### src/rtl/estagio_operandos_pkg.sv
// Shared constants for the operand-fetch stage: data/address widths and
// the 4-bit ALU operation codes forwarded to the execute stage.
package estagio_operandos_pkg;

    localparam int LARGURA_DADO    = 32;
    localparam int LARGURA_END     = 4;
    localparam int NUM_REGS_PADRAO = 16;
    localparam int LARGURA_IMED    = 16;

    typedef enum logic [LARGURA_END-1:0] {
        SOMA  = 4'b0000,
        SUB   = 4'b0001,
        MUL   = 4'b0010,
        DIV   = 4'b0011,
        RESTO = 4'b0100,
        E     = 4'b0101,
        OU    = 4'b0110,
        NAO   = 4'b0111,
        XOU   = 4'b1000,
        SHR   = 4'b1001,
        SHL   = 4'b1010,
        IGUAL = 4'b1011,
        MAIOR = 4'b1100,
        MENOR = 4'b1101,
        AUX   = 4'b1110
    } op_ula_t;

    // Output register occupancy: VAZIO means saida_valida=0.
    typedef enum logic {
        VAZIO = 1'b0,
        CHEIO = 1'b1
    } estado_t;

endpackage

### src/rtl/estagio_operandos_if.sv
// Instruction-in / operands-out handshake bundle of the operand stage.
// master = surrounding pipeline, slave = estagio_operandos.
interface estagio_operandos_if
    import estagio_operandos_pkg::*;
#(
    parameter int LARGURA = LARGURA_DADO
);
    logic                    instr_valido;
    logic                    instr_pronto;
    logic [LARGURA_END-1:0]  comando_in;
    logic [LARGURA_END-1:0]  rs1;
    logic [LARGURA_END-1:0]  rs2;
    logic [LARGURA_END-1:0]  rd_in;
    logic                    usa_imediato;
    logic [LARGURA_IMED-1:0] imediato;

    logic                    saida_valida;
    logic                    ula_pronta;
    logic [LARGURA_END-1:0]  comando;
    logic [LARGURA_END-1:0]  rd_out;
    logic [LARGURA-1:0]      entrada1;
    logic [LARGURA-1:0]      entrada2;

    modport master (
        output instr_valido, comando_in, rs1, rs2, rd_in, usa_imediato, imediato, ula_pronta,
        input  instr_pronto, saida_valida, comando, rd_out, entrada1, entrada2
    );

    modport slave (
        input  instr_valido, comando_in, rs1, rs2, rd_in, usa_imediato, imediato, ula_pronta,
        output instr_pronto, saida_valida, comando, rd_out, entrada1, entrada2
    );

endinterface

### src/rtl/estagio_operandos_banco_registradores.sv
// Register file: NUM_REGS x LARGURA, two combinational read ports, one
// write port. R0 is hard-wired to zero.
module banco_registradores
    import estagio_operandos_pkg::*;
#(
    parameter int LARGURA  = LARGURA_DADO,
    parameter int NUM_REGS = NUM_REGS_PADRAO
) (
    input  logic                   clock,
    input  logic                   reset,
    input  logic [LARGURA_END-1:0] end_leitura1,
    input  logic [LARGURA_END-1:0] end_leitura2,
    output logic [LARGURA-1:0]     dado_leitura1,
    output logic [LARGURA-1:0]     dado_leitura2,
    input  logic                   escrita_hab,
    input  logic [LARGURA_END-1:0] escrita_end,
    input  logic [LARGURA-1:0]     escrita_dado
);

    logic [LARGURA-1:0] regs [NUM_REGS];

    // NOTE: this array is reset on purpose (a cleared register file is part of
    // the reset contract), so it maps to flops rather than a RAM macro.
    always_ff @(posedge clock or posedge reset) begin
        if (reset) begin
            for (int i = 0; i < NUM_REGS; i++) begin
                regs[i] <= '0;
            end
        end else if (escrita_hab && (escrita_end != '0)) begin
            // NOTE: state is updated with non-blocking assignments so every
            // flop samples values from before this edge.
            regs[escrita_end] <= escrita_dado;
        end
    end

    assign dado_leitura1 = (end_leitura1 == '0) ? '0 : regs[end_leitura1];
    assign dado_leitura2 = (end_leitura2 == '0) ? '0 : regs[end_leitura2];

endmodule

### src/rtl/estagio_operandos.sv
// Operand-fetch stage: reads two sources (with writeback bypass), selects
// the immediate, and presents registered operands through a valid/ready pair.
module estagio_operandos
    import estagio_operandos_pkg::*;
#(
    parameter int LARGURA  = LARGURA_DADO,
    parameter int NUM_REGS = NUM_REGS_PADRAO
) (
    input  logic                   clock,
    input  logic                   reset,
    estagio_operandos_if.slave     bus,
    input  logic                   escrita_hab,
    input  logic [LARGURA_END-1:0] escrita_end,
    input  logic [LARGURA-1:0]     escrita_dado
);

    estado_t            estado;
    estado_t            prox_estado;
    logic               aceita;
    logic [LARGURA-1:0] leitura1;
    logic [LARGURA-1:0] leitura2;
    logic [LARGURA-1:0] operando1;
    logic [LARGURA-1:0] operando2;
    logic [LARGURA-1:0] imediato_ext;

    banco_registradores #(
        .LARGURA  (LARGURA),
        .NUM_REGS (NUM_REGS)
    ) u_banco (
        .clock         (clock),
        .reset         (reset),
        .end_leitura1  (bus.rs1),
        .end_leitura2  (bus.rs2),
        .dado_leitura1 (leitura1),
        .dado_leitura2 (leitura2),
        .escrita_hab   (escrita_hab),
        .escrita_end   (escrita_end),
        .escrita_dado  (escrita_dado)
    );

    // Bypass: a writeback landing this cycle is visible to the reader now,
    // except for R0 which stays zero regardless.
    assign operando1 = (bus.rs1 == '0) ? '0 :
                       (escrita_hab && (escrita_end == bus.rs1)) ? escrita_dado : leitura1;
    assign operando2 = (bus.rs2 == '0) ? '0 :
                       (escrita_hab && (escrita_end == bus.rs2)) ? escrita_dado : leitura2;

    assign imediato_ext = {{(LARGURA - LARGURA_IMED){bus.imediato[LARGURA_IMED-1]}}, bus.imediato};

    assign bus.saida_valida = (estado == CHEIO);
    assign bus.instr_pronto = !bus.saida_valida || bus.ula_pronta;
    assign aceita           = bus.instr_valido && bus.instr_pronto;

    always_ff @(posedge clock or posedge reset) begin
        if (reset) begin
            estado <= VAZIO;
        end else begin
            estado <= prox_estado;
        end
    end

    // NOTE: prox_estado gets a default before the case so no path leaves it
    // unassigned, which would otherwise infer a latch.
    always_comb begin
        prox_estado = estado;
        case (estado)
            VAZIO:   if (aceita) prox_estado = CHEIO;
            CHEIO:   if (bus.ula_pronta && !bus.instr_valido) prox_estado = VAZIO;
            default: prox_estado = VAZIO;
        endcase
    end

    // Operand registers only move on accept, so they hold under backpressure
    // and keep the last loaded values while the stage is empty.
    always_ff @(posedge clock or posedge reset) begin
        if (reset) begin
            bus.comando  <= SOMA;
            bus.rd_out   <= '0;
            bus.entrada1 <= '0;
            bus.entrada2 <= '0;
        end else if (aceita) begin
            bus.comando  <= bus.comando_in;
            bus.rd_out   <= bus.rd_in;
            bus.entrada1 <= operando1;
            bus.entrada2 <= bus.usa_imediato ? imediato_ext : operando2;
        end
    end

endmodule

### src/flat_wrapper.sv
// flat-port wrapper written by rule: the top's interface ports become plain ports
module estagio_operandos_flat import estagio_operandos_pkg::*;
#(
    parameter int LARGURA  = LARGURA_DADO,
    parameter int NUM_REGS = NUM_REGS_PADRAO
)
  (clock, reset, escrita_hab, escrita_end, escrita_dado, bus_instr_valido, bus_comando_in, bus_rs1, bus_rs2, bus_rd_in, bus_usa_imediato, bus_imediato, bus_ula_pronta, bus_instr_pronto, bus_saida_valida, bus_comando, bus_rd_out, bus_entrada1, bus_entrada2);
  estagio_operandos_if #(.LARGURA(LARGURA)) bus_i ();
  input  logic clock;
  input  logic reset;
  input  logic escrita_hab;
  input  logic [LARGURA_END-1:0] escrita_end;
  input  logic [LARGURA-1:0] escrita_dado;
  input wire logic [$bits(bus_i.instr_valido)-1:0] bus_instr_valido;
  input wire logic [$bits(bus_i.comando_in)-1:0] bus_comando_in;
  input wire logic [$bits(bus_i.rs1)-1:0] bus_rs1;
  input wire logic [$bits(bus_i.rs2)-1:0] bus_rs2;
  input wire logic [$bits(bus_i.rd_in)-1:0] bus_rd_in;
  input wire logic [$bits(bus_i.usa_imediato)-1:0] bus_usa_imediato;
  input wire logic [$bits(bus_i.imediato)-1:0] bus_imediato;
  input wire logic [$bits(bus_i.ula_pronta)-1:0] bus_ula_pronta;
  output wire logic [$bits(bus_i.instr_pronto)-1:0] bus_instr_pronto;
  output wire logic [$bits(bus_i.saida_valida)-1:0] bus_saida_valida;
  output wire logic [$bits(bus_i.comando)-1:0] bus_comando;
  output wire logic [$bits(bus_i.rd_out)-1:0] bus_rd_out;
  output wire logic [$bits(bus_i.entrada1)-1:0] bus_entrada1;
  output wire logic [$bits(bus_i.entrada2)-1:0] bus_entrada2;
  assign bus_i.instr_valido = bus_instr_valido;
  assign bus_i.comando_in = bus_comando_in;
  assign bus_i.rs1 = bus_rs1;
  assign bus_i.rs2 = bus_rs2;
  assign bus_i.rd_in = bus_rd_in;
  assign bus_i.usa_imediato = bus_usa_imediato;
  assign bus_i.imediato = bus_imediato;
  assign bus_i.ula_pronta = bus_ula_pronta;
  assign bus_instr_pronto = bus_i.instr_pronto;
  assign bus_saida_valida = bus_i.saida_valida;
  assign bus_comando = bus_i.comando;
  assign bus_rd_out = bus_i.rd_out;
  assign bus_entrada1 = bus_i.entrada1;
  assign bus_entrada2 = bus_i.entrada2;
  estagio_operandos #(.LARGURA(LARGURA), .NUM_REGS(NUM_REGS)) u_core (.clock(clock), .reset(reset), .bus(bus_i), .escrita_hab(escrita_hab), .escrita_end(escrita_end), .escrita_dado(escrita_dado));
endmodule
### config.mk
export PLATFORM = sky130hd
export DESIGN_NAME = estagio_operandos_flat
export DESIGN_NICKNAME = d
export VERILOG_FILES = /design/src/rtl/estagio_operandos_pkg.sv /design/src/rtl/estagio_operandos_if.sv /design/src/rtl/estagio_operandos_banco_registradores.sv /design/src/rtl/estagio_operandos.sv /design/src/flat_wrapper.sv
export SDC_FILE = /design/constraint.sdc
export NUM_CORES = 1
export LEC_CHECK = 0
export CORE_UTILIZATION = 55
export DETAILED_ROUTE_END_ITERATION = 8
export PLACE_DENSITY = 0.81
export SYNTH_ARGS = -nofsm -noshare
export SYNTH_HDL_FRONTEND = slang
export SYNTH_SLANG_ARGS = --single-unit
### constraint.sdc
create_clock -name clock -period 19.72 [get_ports clock]
set_input_delay 2.958 -clock clock [delete_from_list [all_inputs] [get_ports clock]]
set_output_delay 2.958 -clock clock [all_outputs]
set_load 0.01 [all_outputs]
==> results of run 1 <==
-- layout make-up --
cell class / count / area share [%]
clock inverters: 20 / 0.8479
inverters: 3 / 0.05603
well taps: 696 / 2.600
clock buffers: 81 / 5.043
repair buffers: 191 / 5.401
diodes: 1 / 0.007470
flip-flops and latches: 585 / 43.70
multi-input cells: 1184 / 42.34
-- state kept, by name (all words and copies together) (netlist names) --
signal / count
u_core.u_banco.regs: 512
u_core.bus.entrada1: 32
u_core.bus.entrada2: 32
u_core.bus.comando: 4
u_core.bus.rd_out: 4
u_core.bus.saida_valida: 1
-- cells by family (layout without fill, tap and decap cells) --
family / Yosys count / count (layout) / share of synthesized area [%]
mux: 732 / 732 / 37.17
flops: 585 / 585 / 48.91
compound gates: 279 / 279 / 7.007
buf+inv: 243 / 295 / 4.089
simple gates: 165 / 165 / 2.584
xor+xnor: 8 / 8 / 0.2341
other cells: 0 / 1 / 0
-- cell usage in the layout, fill, tap and decap left out, types with 16 or more instances in the layout --
| cell | count |
|---|---|
| nor2_1 | 48 |
| o221ai_1 | 16 |
| buf_4 | 47 |
| dfrtp_1 | 585 |
| mux4_2 | 256 |
| o22a_1 | 16 |
| nor3_1 | 35 |
| o21ai_0 | 51 |
| mux2_2 | 472 |
| o22ai_1 | 66 |
| clkbuf_16 | 59 |
| a221o_1 | 32 |
| clkdlybuf4s50_1 | 141 |
| nand2_1 | 32 |
-- routing by layer --
metal,up-vias,routed length [microns]
li1,7812,-
met1,10540,32810
met2,1257,40170
met3,242,9385
met4,0,2961
met5,-,0
-- worst register-to-register path: stages (launching register included) --
cell and delay, ps:
dfrtp_1 380, nand2b_1 190, nand2_2 90, a21oi_2 110, buf_4 380, and2_1 1070
a221oi_1 220
-- power groups by stage --
| stage | Combinational, mW | Clock [mW] | Sequential [mW] |
|---|---|---|---|
| 6_report | 0.793 | 1.16 | 1.66 |
| 5_1_grt | 0.845 | 1.22 | 1.69 |
| 4_1_cts | 0.793 | 1.17 | 1.65 |
| 3_5_place_dp | 0.787 | 0 | 1.67 |
| 3_3_place_gp | 0.757 | 0 | 1.64 |
| 2_1_floorplan | 0.585 | 0 | 1.61 |
-- through the flow --
step	worst slack, ps	hold WS [ps]	area (sq um)	power [mW]	std cells
6_report	12550	398.9	33500	3.611	2761
5_1_grt	12490	412.1	33500	3.752	2761
4_1_cts	12540	399.5	33490	3.610	2760
3_5_place_dp	12550	383.3	31520	2.454	2659
3_3_place_gp	12540	377.2	31520	2.396	2659
2_1_floorplan	392.4	441.3	29930	2.199	2012
-- synth_stat cells (3+ instances only) --
library cell,number
dfrtp_1,585
mux2_2,472
mux4_2,256
clkbuf_1,104
buf_2,100
o22ai_1,66
nor2_1,57
o21ai_0,51
nor3_1,35
nand2_1,33
a221o_1,32
a21oi_1,16
buf_6,16
o221ai_1,16
o22a_1,16
a211o_1,15
a211oi_1,15
nor2b_1,15
o31ai_1,15
o32a_1,15
buf_4,10
nand2b_1,10
a221oi_1,9
a221oi_2,7
buf_1,7
xor2_1,6
mux2_1,4
inv_1,3
or3_1,3
-- worst paths after layout --
| check | start | to | slack [ps] | depth (start not counted) |
|---|---|---|---|---|
| setup / recovery | bus_ula_pronta | bus_instr_pronto | 12550 | 3 |
| hold / removal | u_core.u_banco.regs[483] | u_core.u_banco.regs[483] | 400 | 0 |
| setup reg to reg | u_core.bus.saida_valida | u_core.bus.entrada2[28] | 17100 | 6 |
| hold reg to reg | u_core.u_banco.regs[483] | u_core.u_banco.regs[483] | 400 | 0 |
| max in group asynchronous | reset | u_core.u_banco.regs[340] | 14940 | 3 |
| min in group asynchronous | reset | u_core.bus.entrada1[30] | 2970 | 2 |
==> qor.csv, run 1 <==
stage,metric,value,unit
timing,Final Critical Period,7171,ps
cts,CTS Buffer Depth,3,
timing,Final Hold Vio Count,0,
floorplan,Die H,235.3,microns
cts,CTS H-Tree Depth,2,
synth,post-synth top area share,48.91,%
power,power density cells,107.8,nW/um^2
grt,first-pass GRT wire length,130700,microns
timing,Worst Skew,18.77,ps
synth,Most used DFF post-synth,dfrtp_1,
layout,Area Overhead vs Synth,11.92,%
flow_run,total of max-cap violations,0,
detailed_routing,Detailed Routing Iterations Pass 1,6,
floorplan,Initial Util,55.61,%
cts,"Reg clk slew, reported paths",60,ps
detailed_routing,routed vias,19851,
critical_path,kind of cell adding the most delay to the critical path,buffers and inverters,
synth,post-synthesis sequential area ratio,48.91,%
synth,post-synthesis cell count,2012,
grt,grt met3 use,9.123,%
detailed_routing,DR DRC count,0,
power,sw frac,27.09,%
synth,Yosys top cell by area,dfrtp_1,
cts,CTS tree,done,
cts,"Clk Latency, worst-skew pair",630,ps
synth,ranking of synthesized cells by area,"dfrtp_1, mux4_2, mux2_2",
cts,postcts setup bufs,0,
grt,grt peak-use layer,met2,
power,Leakage,13.67,nW
power,clock share of power,32.1,%
detailed_routing,WL final,85330,microns
detailed_routing,DRT antenna net count,0,
timing,max_slew headroom,15.95,%
power,peak supply drop,0.00008279,V
floorplan,Top Ports,148,
critical_path,crit path DAT,4210,ps
detailed_routing,drt wl/cell,30.91,microns
timing,period utilisation layout,36.36,%
layout,register area,14640,sq um
min_path,worst min-delay path class,reg -> reg,
grt,Tot GR Track Use,31.49,%
power,Pint,2.633,mW
critical_path,CP Max Fanout,5,
layout,fillers,3827,
synth,Yosys cell types,47,
synth,Synthesis Warnings,0,
grt,initial antenna violation count,2,
layout,layout cell share with drive strength beyond 1,43.85,%
critical_path,Max stage delay on crit path,570,ps
power,NetSw,0.9782,mW
cts,clk root buf,clkbuf_16,
critical_path,Worst path most repeated cell,clkdlybuf4s50_1,
timing,Finish-stage setup viols,0,
floorplan,Placeable Area,53810,sq um
synth,Post-Syn Area,29930,sq um
power,Comb power frac,22.0,%
grt,GR Util met2,47.97,%
status,status,finished clean,
synth,number of synthesized register bits,585,
grt,largest net degree at the start of global routing,197,
floorplan,# rows,85,
layout,Final Core Density,62.25,%
timing,fin. max-slew vios,0,
timing,TNS Setup,0,ps
critical_path,Worst Setup End Kind,primary output,
detailed_routing,vias per cell,7.190,
detailed_routing,1st-iter DRT viols,2379,
cts,CTS resizes,0,
synth,Mean Syn Cell Area,14.88,sq um
critical_path,kind of critical path,in -> out,
critical_path,cells along the critical path,clkdlybuf4s50_1 -> nand2b_1 -> clkdlybuf4s50_1,
critical_path,Buf/Inv on CP,2,
timing,Fmax,0.1395,GHz
cts,Num CTS Buffers,59,
layout,Final #Nets,2098,
layout,multi-input logic area,14180,sq um
floorplan,die area,55350,sq um
synth,fraction of registers with async set or reset after synthesis,100.0,%
synth,number of synthesized flops with an enable pin,0,
grt,vias in the first global route,21100,
power,sequential fraction of design power,45.9,%
cts,hold buffers post-CTS,0,
timing,RSZ-0062 raised after global routing,false,
critical_path,CP Data Required Time,16760,ps
synth,post-synth net total,2086,
grt,aggregate global routing overflow,0,
timing,Least-Margin Pin Slew,1261,ps
critical_path,critical path's slowest cell,clkdlybuf4s50_1,
placed_design,GP Congestion,0.8173,
grt,met1 GRT Util,43.35,%
critical_path,CP Launch Type,input pin,
cts,Sink Count,585,
placed_design,DP HPWL,46710,microns
floorplan,Die Width,235.3,microns
placed_design,port bufs,147,
Power figures use the tool's default switching activity.
==> run 2: changes to the inputs <==
--- a/config.mk
+++ b/config.mk
@@ -5,9 +5,9 @@
 export SDC_FILE = /design/constraint.sdc
 export NUM_CORES = 1
 export LEC_CHECK = 0
-export CORE_UTILIZATION = 55
+export CORE_UTILIZATION = 60
 export DETAILED_ROUTE_END_ITERATION = 8
-export PLACE_DENSITY = 0.81
+export PLACE_DENSITY = 0.84
 export SYNTH_ARGS = -nofsm -noshare
 export SYNTH_HDL_FRONTEND = slang
 export SYNTH_SLANG_ARGS = --single-unit
==> constraint.sdc (replaced) <==
create_clock -name clock -period 6.7 [get_ports clock]
set_input_delay 1.005 -clock clock [delete_from_list [all_inputs] [get_ports clock]]
set_output_delay 1.005 -clock clock [all_outputs]
set_load 0.01 [all_outputs]
==> run 2 against run 1 <==
Compared with the run above:
- final area increased by 0.27%
- sequential share of layout area decreased by 0.12 points
- non-clock buffer count decreased by 1
- power increased to 3.0 times the previous value
- core utilization increased by 6.2 points
- critical path depth increased by 4
- largest cell class unchanged
- first-iteration DRC count decreased by 8.0%
- clock power increased to 3.1 times the previous value
- combinational power increased to 3.0 times the previous value
==> qor.csv, run 2 (synthesized netlist as in run 1, its figures left out) <==
stage,metric,value,unit,change
placed_design,DP HPWL,49050,microns,+5.0%
timing,Finish-stage setup viols,0,,unchanged
timing,Worst Skew,16.84,ps,-1.927 ps
cts,CTS Buffer Depth,3,,unchanged
critical_path,Reg2Reg Depth,5,,-1
floorplan,die area,50780,sq um,-8.3%
detailed_routing,Detailed Routing Iterations Pass 1,6,,unchanged
layout,most frequent cells in the layout,"dfrtp_1, mux2_2, mux4_2",,
critical_path,critical path's slowest cell,clkdlybuf4s50_1,,
critical_path,CP Launch Type,input pin,,
cts,CTS H-Tree Depth,2,,unchanged
detailed_routing,WL final,84710,microns,-0.72%
timing,period utilisation layout,54.78,%,
floorplan,Placeable Area,49050,sq um,-8.8%
floorplan,# rows,81,,-4.7%
timing,Final Critical Period,3670,ps,
critical_path,kind of critical path,in -> reg,,
placed_design,cell count after placement,2626,,-1.2%
critical_path,reg-to-reg setup timing slack,3780,ps,"-13,320 ps"
grt,Tot GR Track Use,34.52,%,+3.0 points
detailed_routing,vias per cell,7.350,,+2.2%
critical_path,Max stage delay on crit path,680,ps,+110 ps
layout,max reg flops,512,,unchanged
power,Pwr Total,10.83,mW,+200%
floorplan,Die Width,225.3,microns,-4.2%
layout,Largest Register,u_core.u_banco.regs,,
cts,Sink Count,585,,unchanged
cts,CTS tree,done,,
timing,hold slack,394.5,ps,-4.394 ps
detailed_routing,DR DRC count,0,,unchanged
layout,layout cell share with drive strength beyond 1,44.35,%,+0.50 points
cts,Num CTS Buffers,59,,unchanged
min_path,hold_sp,u_core.u_banco.regs[497],,
cts,postcts setup bufs,0,,unchanged
detailed_routing,1st-iter DRT viols,2188,,-8.0%
timing,Fmax,0.2725,GHz,
critical_path,cells along the critical path,clkdlybuf4s50_1 -> or2_2 -> o311ai_2 -> a31o_2 -> buf_4 -> nor3_1 -> a221o_1,,
timing,Final Hold Vio Count,0,,unchanged
timing,RSZ-0062 raised after global routing,false,,
critical_path,CP Data Required Time,7210,ps,-9550 ps
layout,"commonest non-fill, non-tap cell in the layout",dfrtp_1,,
detailed_routing,drt wl/cell,30.97,microns,+0.22%
flow_run,total of max-cap violations,0,,unchanged
floorplan,Top Ports,148,,unchanged
power,peak supply drop,0.0002726,V,+230%
cts,"Reg clk slew, reported paths",60,ps,about the same
layout,Largest regs,"u_core.u_banco.regs x512, u_core.bus.entrada1 x32, u_core.bus.entrada2 x32",,
detailed_routing,DRT antenna net count,0,,unchanged
detailed_routing,top sig layer,met5,,
timing,max_slew headroom,19.63,%,+3.7 points
cts,"Clk Latency, worst-skew pair",630,ps,about the same
timing,Least-Margin Pin Slew,1205,ps,-55.31 ps
grt,initial antenna violation count,2,,unchanged
critical_path,Critical R2R Launch,u_core.bus.saida_valida,,
timing,worst setup margin,3030,ps,-9519 ps
status,status,finished clean,,
grt,largest net degree at the start of global routing,188,,-4.6%
min_path,worst min-delay path class,reg -> reg,,
detailed_routing,met1 WL,32070,microns,-2.3%
cts,clk root buf,clkbuf_16,,
placed_design,"worst slack, placed",2541,ps,"-10,010 ps"
critical_path,Buf/Inv on CP,2,,unchanged
placed_design,port bufs,147,,unchanged
min_path,Hold Path Sink,u_core.u_banco.regs[497],,
floorplan,Initial Util,61.01,%,+5.4 points
power,Leakage,13.73,nW,+0.42%
critical_path,Worst Setup End Kind,flip-flop,,
detailed_routing,routed vias,20103,,+1.3%
critical_path,crit path DAT,4180,ps,-30 ps
critical_path,CP Max Fanout,24,,+19
timing,fin. max-slew vios,0,,unchanged
placed_design,GP Congestion,0.8572,,+4.9%
grt,first-pass GRT wire length,129300,microns,-1.0%
cts,CTS resizes,0,,unchanged
critical_path,kind of cell adding the most delay to the critical path,compound AO/OA/AOI/OAI gates,,
layout,Final #Nets,2097,,-0.048%
grt,vias in the first global route,21016,,-0.40%
grt,aggregate global routing overflow,0,,unchanged
cts,hold buffers post-CTS,0,,unchanged
layout,Finished Layout Cells,2735,,-0.94%
floorplan,Die H,225.3,microns,-4.2%
min_path,Worst Hold Path Cells,0,,unchanged
layout,post-layout instance area,33590,sq um,+0.27%
layout,Area Overhead vs Synth,12.23,%,
critical_path,worst reg2reg endpoint,u_core.bus.entrada1[29],,
detailed_routing,WL met3,8552,microns,-8.9%
power,power density cells,322.5,nW/um^2,+200%
placed_design,placed cell area,31480,sq um,-0.12%
detailed_routing,met2 routed wirelength,40090,microns,-0.19%
-- run 2: cell count changes in the layout (fill, tap and decap cells not counted), sizes merged --
| cell | change |
|---|---|
| clkinv | +4 |
| clkbuf | -3 |
| buf | -1 |
| clkinvlp | +4 |
| bufinv | +2 |
-- run 2: metal layers --
| layer | vias up | track usage, % |
|---|---|---|
| met5 | - | 0 |
| met4 | 4 | 16.70 |
| met3 | 306 | 8.110 |
| met2 | 1296 | 52.98 |
| met1 | 10652 | 46.88 |
| li1 | 7845 | - |
-- run 2: how the worst max path moves through the flow --
stage,startpoint,slack [ps],depth (start not counted),endpoint
global placement,bus_rs1[3],2650,7,u_core.bus.entrada1[6]
floorplan,reset,-2280,1,u_core.bus.comando[0]
global route,bus_rs2[3],2950,6,u_core.bus.entrada2[25]
detailed placement,bus_rs2[3],2540,6,u_core.bus.entrada2[25]
CTS,bus_rs1[3],3200,7,u_core.bus.entrada1[21]
finish,bus_rs1[3],3030,7,u_core.bus.entrada1[21]
-- run 2: layout make-up --
type / count / area, sq um
Antenna cell: 1 / 2.502
Clock buffer: 78 / 1708
Clock inverter: 30 / 395.4
Fill cell: 3236 / 15460
Inverter: 3 / 15.01
Multi-Input combinational cell: 1184 / 14180
Sequential cell: 585 / 14640
Tap cell: 664 / 830.8
Timing Repair Buffer: 190 / 1814
-- run 2: stage by stage --
stage	TNS, ps	utilization [%]
4_1_cts	0	68.47
3_5_place_dp	0	64.18
6_report	0	68.48
2_1_floorplan	-1332870	-
3_3_place_gp	0	64.18
5_1_grt	0	68.47
-- run 2: report_power, final --
group / switching (mW) / total (mW) / internal (mW)
Combinational: 0.916 / 2.36 / 1.44
Clock: 1.44 / 3.57 / 2.13
Sequential: 0.605 / 4.90 / 4.30
Total: 2.96 / 10.8 / 7.87
-- run 2: worst reg2reg max path, stage by stage (launching register included) --
cell and delay [ps]:
dfrtp_1 380, nand2b_1 300, o311ai_2 310, nor4bb_4 990
buf_4 620, a221o_1 250
